==> src/rtl/sca_trigger_ctrl_pkg.sv <==
// Shared types and default constants for the side-channel capture trigger sequencer.
package sca_trigger_ctrl_pkg;

    typedef enum logic [2:0] {
        StIdle   = 3'd0,
        StArmed  = 3'd1,
        StDelay  = 3'd2,
        StActive = 3'd3,
        StDone   = 3'd4
    } sca_trig_state_e;

    typedef enum logic {
        ModeGate  = 1'b0,
        ModePulse = 1'b1
    } sca_trig_mode_e;

    localparam int unsigned DefDelayW        = 8;
    localparam int unsigned DefWidthW        = 8;
    localparam int unsigned DefCntW          = 16;
    localparam int unsigned DefTimeoutCycles = 65535;

endpackage

==> src/rtl/sca_trigger_timer.sv <==
// Loadable down-counter that stops at zero; zero_o flags an expired count.
module sca_trigger_timer #(
    parameter int unsigned W = 8
) (
    input  logic         clk_i,
    input  logic         rst_ni,
    input  logic         load_i,
    input  logic         en_i,
    input  logic [W-1:0] load_val_i,
    output logic         zero_o
);

    logic [W-1:0] count;

    always_ff @(posedge clk_i or negedge rst_ni) begin
        if (!rst_ni) begin
            count <= '0;
        end else if (load_i) begin
            count <= load_val_i;
        end else if (en_i && (count != '0)) begin
            count <= count - 1'b1;
        end
    end

    assign zero_o = (count == '0);

endmodule

==> src/rtl/sca_trigger_ctrl.sv <==
// Capture trigger sequencer: qualifies a GPIO request with datapath busy, then delays and shapes trig_o.
// Optional Armed-state timeout is compiled in with SCA_TRIGGER_CTRL_TIMEOUT_EN.
module sca_trigger_ctrl
    import sca_trigger_ctrl_pkg::*;
#(
    parameter int unsigned DelayW        = DefDelayW,
    parameter int unsigned WidthW        = DefWidthW,
    parameter int unsigned CntW          = DefCntW,
    parameter int unsigned TimeoutCycles = DefTimeoutCycles
) (
    input  logic              clk_i,
    input  logic              rst_ni,
    input  logic              en_i,
    input  logic              sw_trig_i,
    input  logic              busy_i,
    input  logic [DelayW-1:0] delay_i,
    input  logic [WidthW-1:0] width_i,
    input  logic              mode_i,
    input  logic              cnt_clr_i,
    output logic              trig_o,
    output logic              armed_o,
    output logic [CntW-1:0]   trig_cnt_o,
    output logic              timeout_o,
    output sca_trig_state_e   state_o
);

    localparam int unsigned TimerW = (DelayW > WidthW) ? DelayW : WidthW;

    sca_trig_state_e state_q, state_d;
    sca_trig_mode_e  mode;
    logic            sw_trig_q;
    logic            sw_rise;
    logic            tmr_load;
    logic            tmr_en;
    logic            tmr_zero;
    logic [TimerW-1:0] tmr_val;
    logic [TimerW-1:0] delay_ld;
    logic [TimerW-1:0] width_ld;
    logic            cnt_inc;
    logic            trig_q;
    logic            armed_q;
    logic [CntW-1:0] cnt_q;

    assign mode     = sca_trig_mode_e'(mode_i);
    assign sw_rise  = sw_trig_i & ~sw_trig_q;
    assign delay_ld = TimerW'(delay_i - 1'b1);
    // A zero width still produces a one-cycle pulse.
    assign width_ld = (width_i == '0) ? '0 : TimerW'(width_i - 1'b1);
    assign tmr_en   = (state_q == StDelay) || (state_q == StActive);

`ifdef SCA_TRIGGER_CTRL_TIMEOUT_EN
    localparam int unsigned TmoW = $clog2(TimeoutCycles + 1);

    logic tmo_load;
    logic tmo_zero;
    logic tmo_set;
    logic timeout_q;

    sca_trigger_timer #(.W(TmoW)) u_tmo_timer (
        .clk_i      (clk_i),
        .rst_ni     (rst_ni),
        .load_i     (tmo_load),
        .en_i       (state_q == StArmed),
        .load_val_i (TmoW'(TimeoutCycles - 1)),
        .zero_o     (tmo_zero)
    );
`endif

    sca_trigger_timer #(.W(TimerW)) u_timer (
        .clk_i      (clk_i),
        .rst_ni     (rst_ni),
        .load_i     (tmr_load),
        .en_i       (tmr_en),
        .load_val_i (tmr_val),
        .zero_o     (tmr_zero)
    );

    always_comb begin
        state_d  = state_q;
        tmr_load = 1'b0;
        tmr_val  = '0;
`ifdef SCA_TRIGGER_CTRL_TIMEOUT_EN
        tmo_load = 1'b0;
        tmo_set  = 1'b0;
`endif
        case (state_q)
            StIdle: begin
                if (en_i && sw_rise) begin
                    state_d = StArmed;
`ifdef SCA_TRIGGER_CTRL_TIMEOUT_EN
                    tmo_load = 1'b1;
`endif
                end
            end
            StArmed: begin
                if (!sw_trig_i) begin
                    state_d = StIdle;
                end else if (busy_i) begin
                    tmr_load = 1'b1;
                    if (delay_i == '0) begin
                        state_d = StActive;
                        tmr_val = width_ld;
                    end else begin
                        state_d = StDelay;
                        tmr_val = delay_ld;
                    end
`ifdef SCA_TRIGGER_CTRL_TIMEOUT_EN
                end else if (tmo_zero) begin
                    state_d = StDone;
                    tmo_set = 1'b1;
`endif
                end
            end
            StDelay: begin
                if ((mode == ModeGate) && !busy_i) begin
                    state_d = StDone;
                end else if (tmr_zero) begin
                    state_d  = StActive;
                    tmr_load = 1'b1;
                    tmr_val  = width_ld;
                end
            end
            StActive: begin
                if (mode == ModePulse) begin
                    if (tmr_zero) begin
                        state_d = StDone;
                    end
                end else if (!busy_i) begin
                    state_d = StDone;
                end
            end
            StDone: begin
                if (!sw_trig_i) begin
                    state_d = StIdle;
                end
            end
            default: state_d = StIdle;
        endcase
        // Disable takes priority over every transition above, so an aborted Active never counts.
        if (!en_i) begin
            state_d = StIdle;
        end
    end

    assign cnt_inc = (state_q == StActive) && (state_d == StDone);

    always_ff @(posedge clk_i or negedge rst_ni) begin
        if (!rst_ni) begin
            state_q   <= StIdle;
            sw_trig_q <= 1'b0;
            trig_q    <= 1'b0;
            armed_q   <= 1'b0;
        end else begin
            state_q   <= state_d;
            sw_trig_q <= sw_trig_i;
            trig_q    <= (state_d == StActive);
            armed_q   <= (state_d == StArmed);
        end
    end

    always_ff @(posedge clk_i or negedge rst_ni) begin
        if (!rst_ni) begin
            cnt_q <= '0;
        end else if (cnt_clr_i) begin
            cnt_q <= '0;
        end else if (cnt_inc && (cnt_q != '1)) begin
            cnt_q <= cnt_q + 1'b1;
        end
    end

`ifdef SCA_TRIGGER_CTRL_TIMEOUT_EN
    always_ff @(posedge clk_i or negedge rst_ni) begin
        if (!rst_ni) begin
            timeout_q <= 1'b0;
        end else if (tmo_load && en_i) begin
            timeout_q <= 1'b0;
        end else if (tmo_set && en_i) begin
            timeout_q <= 1'b1;
        end
    end

    assign timeout_o = timeout_q;
`else
    assign timeout_o = 1'b0;
`endif

    assign trig_o     = trig_q;
    assign armed_o    = armed_q;
    assign trig_cnt_o = cnt_q;
    assign state_o    = state_q;

endmodule
==> config.mk <==
export PLATFORM = sky130hd
export DESIGN_NAME = sca_trigger_ctrl
export DESIGN_NICKNAME = d
export VERILOG_FILES = /design/src/rtl/sca_trigger_ctrl_pkg.sv /design/src/rtl/sca_trigger_timer.sv /design/src/rtl/sca_trigger_ctrl.sv
export SDC_FILE = /design/constraint.sdc
export NUM_CORES = 1
export LEC_CHECK = 0
export ABC_AREA = 0
export CORE_MARGIN = 5
export CORE_UTILIZATION = 45
export CTS_CLUSTER_SIZE = 12
export DETAILED_ROUTE_END_ITERATION = 6
export PLACE_DENSITY = 0.71
export SLEW_MARGIN = 5
export SYNTH_ARGS = -nofsm -noshare
export SYNTH_HDL_FRONTEND = slang
export SYNTH_HIERARCHICAL = 1
export SYNTH_SLANG_ARGS = --single-unit
==> constraint.sdc <==
create_clock -name clk_i -period 4.2 [get_ports clk_i]
set_input_delay 0.84 -clock clk_i [delete_from_list [all_inputs] [get_ports clk_i]]
set_output_delay 0.84 -clock clk_i [all_outputs]
set_load 0.1 [all_outputs]
==> run summary <==
outcome = complete, no violations
FP Rows = 26
Area growth syn-to-layout = 25.0%
ratio of cells with drive above 1 in the final layout = 0.0912
EDFF count, synth = 0
Worst-Margin Slew = 0.979 ns
Syn Nets = 281
first-pass GRT wire length = 9600 um
R2R setup slack = 1.01 ns
crit-path max FO = 14
First DRT Iteration DRCs = 109
Post-DP Area = 0.00277 sq mm
Reg2Reg Depth = 9
vias per inst = 5.94
Switching Share = 0.327
max-slew violation count = 0
Slew HR = 0.346
initial antenna violation count = 0
Seq/Total Area, Yosys = 0.328
HPWL Detailed = 4170 um
Critical Path RT = 4.37 ns
Worst Hold Class = reg -> reg
setup TNS = 0 ns
DRC = 0
post-CTS setup buffer count = 0
Clock power frac = 0.317
nets = 324
crit path kind = reg -> reg
post-synth cell types = 70
Sequential Power Share = 0.442
f_max = 314 MHz
Maximum Capacitance Violations = 0
dominant synthesized flop cell = dfrtp_1
DR vias = 2,173
DRT Pass-1 Iters = 4
fillers = 467
share of synthesized registers carrying an async set or reset = 1.00
combinational share of power = 0.241
setup violators final = 0
worst-skew pair later-pin latency = 0.28 ns
DIE HEIGHT = 81.3 um
top-count cell post-synth = dfrtp_1
Synth warnings = 6
CTS tree = yes
final hold violation count = 0
die width = 81.3 um
cell count after synthesis = 252
number of antenna diodes = 0
FF-to-FF Start = u_timer/count[0]$_DFFE_PN0P_
WL final = 5630 um
CP Capture Type = flip-flop
unrepaired setup endpoints after global routing = no
worst hold start = u_timer/count[1]$_DFFE_PN0P_
Synth Cell Area = 0.00229 sq mm
top post-synthesis cells by count = dfrtp_1, nor2_1, a21oi_1
largest buffer count on any clock path = 2
NetSw = 0.257 mW
H-tree depth = 2
Leakage = 1.06 nW
largest net degree at the start of global routing = 31
Sink Count = 30
Cell Pwr Density = 275 mW/mm^2
CTS buffer count = 5
Placeable Area = 0.00501 sq mm
Worst Hold Endpoint = u_timer/count[1]$_DFFE_PN0P_
area share of the largest cell type after synthesis = 0.328
Root Buffer Master = clkbuf_8
Initial Util = 0.457
Die Area = 0.00661 sq mm
Int Pwr = 0.530 mW
WL/cell = 15.4 um
Worst-path clk slew = 0.07 ns
IO buf count = 43
mean post-synth cell area = 9.08 sq um
synthesized flop and latch total = 30
clock skew = 0.00472 ns
startpoint types = flip-flop
# IOs = 45
Arr. time, crit path = 3.36 ns
final cycle utilization of the critical path = 0.759
vias in the first global route = 2,061
minimum clock period = 3.19 ns
reg2reg end = u_timer/count[7]$_DFFE_PN0P_
cts repair resizes = 0
ranking of synthesized cells by area = dfrtp_1, a21oi_1, ha_1
fin area = 0.00286 sq mm
Max IR drop VDD = 134 uV
gpl congestion = 0.881
hold depth = 2
Global Route Usage Sum = 0.184
ANT nets after route = 0
post-synth top area cell = dfrtp_1
# hold bufs at CTS = 0
total congestion overflow = 0
-- kinds of logic (layout without fill, tap and decap cells) --
family | count (synthesis) | in the layout | synth area share
AOI/OAI and AO/OA | 70 | 70 | 0.229
xor gates and xnor gates | 9 | 9 | 0.0344
adders and majority gates | 6 | 6 | 0.0328
buffers and inverters | 24 | 68 | 0.0470
DFF | 30 | 30 | 0.328
muxes | 5 | 5 | 0.0241
other | 1 | 1 | 0.00164
and+or+nand+nor | 107 | 107 | 0.303
-- metrics by stage --
step | hold slack, ns | setup WS, ns | util | cells | total power [mW]
CTS | 0.600 | 1.02 | 0.571 | 366 | 0.794
floorplan | 0.527 | 1.56 | - | 252 | 0.473
global route | 0.624 | 0.777 | 0.571 | 366 | 0.836
detailed placement | 0.591 | 0.912 | 0.552 | 358 | 0.542
global placement | 0.584 | 0.981 | 0.552 | 358 | 0.537
finish | 0.601 | 1.01 | 0.571 | 366 | 0.787
-- layout make-up --
type / instances / area, sq um / share of cell area
inverters: 16 / 60.1 / 0.0210
flip-flops and latches: 30 / 751 / 0.262
well taps: 70 / 87.6 / 0.0306
multi-input cells: 198 / 1430 / 0.500
clock buffers: 6 / 82.6 / 0.0289
repair buffers: 44 / 438 / 0.153
clock inverters: 2 / 12.5 / 0.00437
-- critical path: stages (launching register included) --
cell and delay, ns:
dfrtp_1 0.41, inv_1 0.10, ha_1 0.20, or3b_2 0.49, nor2_1 0.21, nor4b_2 0.37
or2_1 0.44, clkinv_1 0.37, o311a_1 0.23, a221o_1 0.25
-- worst max-delay path by stage --
stage                                             from                            to
after detailed placement                        busy_i  u_timer/count[7]$_DFFE_PN0P_
final                     u_timer/count[0]$_DFFE_PN0P_  u_timer/count[7]$_DFFE_PN0P_
after CTS                 u_timer/count[0]$_DFFE_PN0P_  u_timer/count[7]$_DFFE_PN0P_
after floorplan                             width_i[0]  u_timer/count[5]$_DFFE_PN0P_
after global routing      u_timer/count[0]$_DFFE_PN0P_  u_timer/count[7]$_DFFE_PN0P_
after global placement                          busy_i  u_timer/count[7]$_DFFE_PN0P_
-- cell usage in the layout (no fill, tap or decap), types with 4 or more instances in the layout --
master	instances
dfrtp_1	30
nand3_1	8
xnor2_1	8
a21oi_1	16
nor2b_1	4
nor3_1	9
mux2_1	4
nor2_1	18
clkdlybuf4s50_1	43
or4_1	10
nor3b_1	6
ha_1	6
nor4_1	9
clkbuf_8	6
or3_1	5
nand2_1	10
o31ai_1	7
o22ai_1	8
o21a_1	5
inv_1	15
nand4_1	4
-- per-layer routing --
metal	vias up	wire [um]	track usage
met4	0	53	0.0557
met5	-	0	0
met1	1080	2680	0.246
met2	24	2780	0.303
met3	4	116	0.0299
li1	1065	-	-
-- state kept, by name (all words and copies together), names as in the netlist --
register / cells
trig_o: 1
state_o: 3
armed_o: 1
u_timer/count: 8
sw_trig_q: 1
trig_cnt_o: 16
-- power groups by stage --
| stage | Clock, mW | Sequential, mW | Combinational [mW] |
|---|---|---|---|
| final | 0.250 | 0.348 | 0.190 |
| after global placement | 0 | 0.352 | 0.185 |
| after global routing | 0.268 | 0.352 | 0.216 |
| after detailed placement | 0 | 0.353 | 0.189 |
| after floorplan | 0 | 0.348 | 0.125 |
| after CTS | 0.257 | 0.347 | 0.190 |
Power figures use the tool's default switching activity.
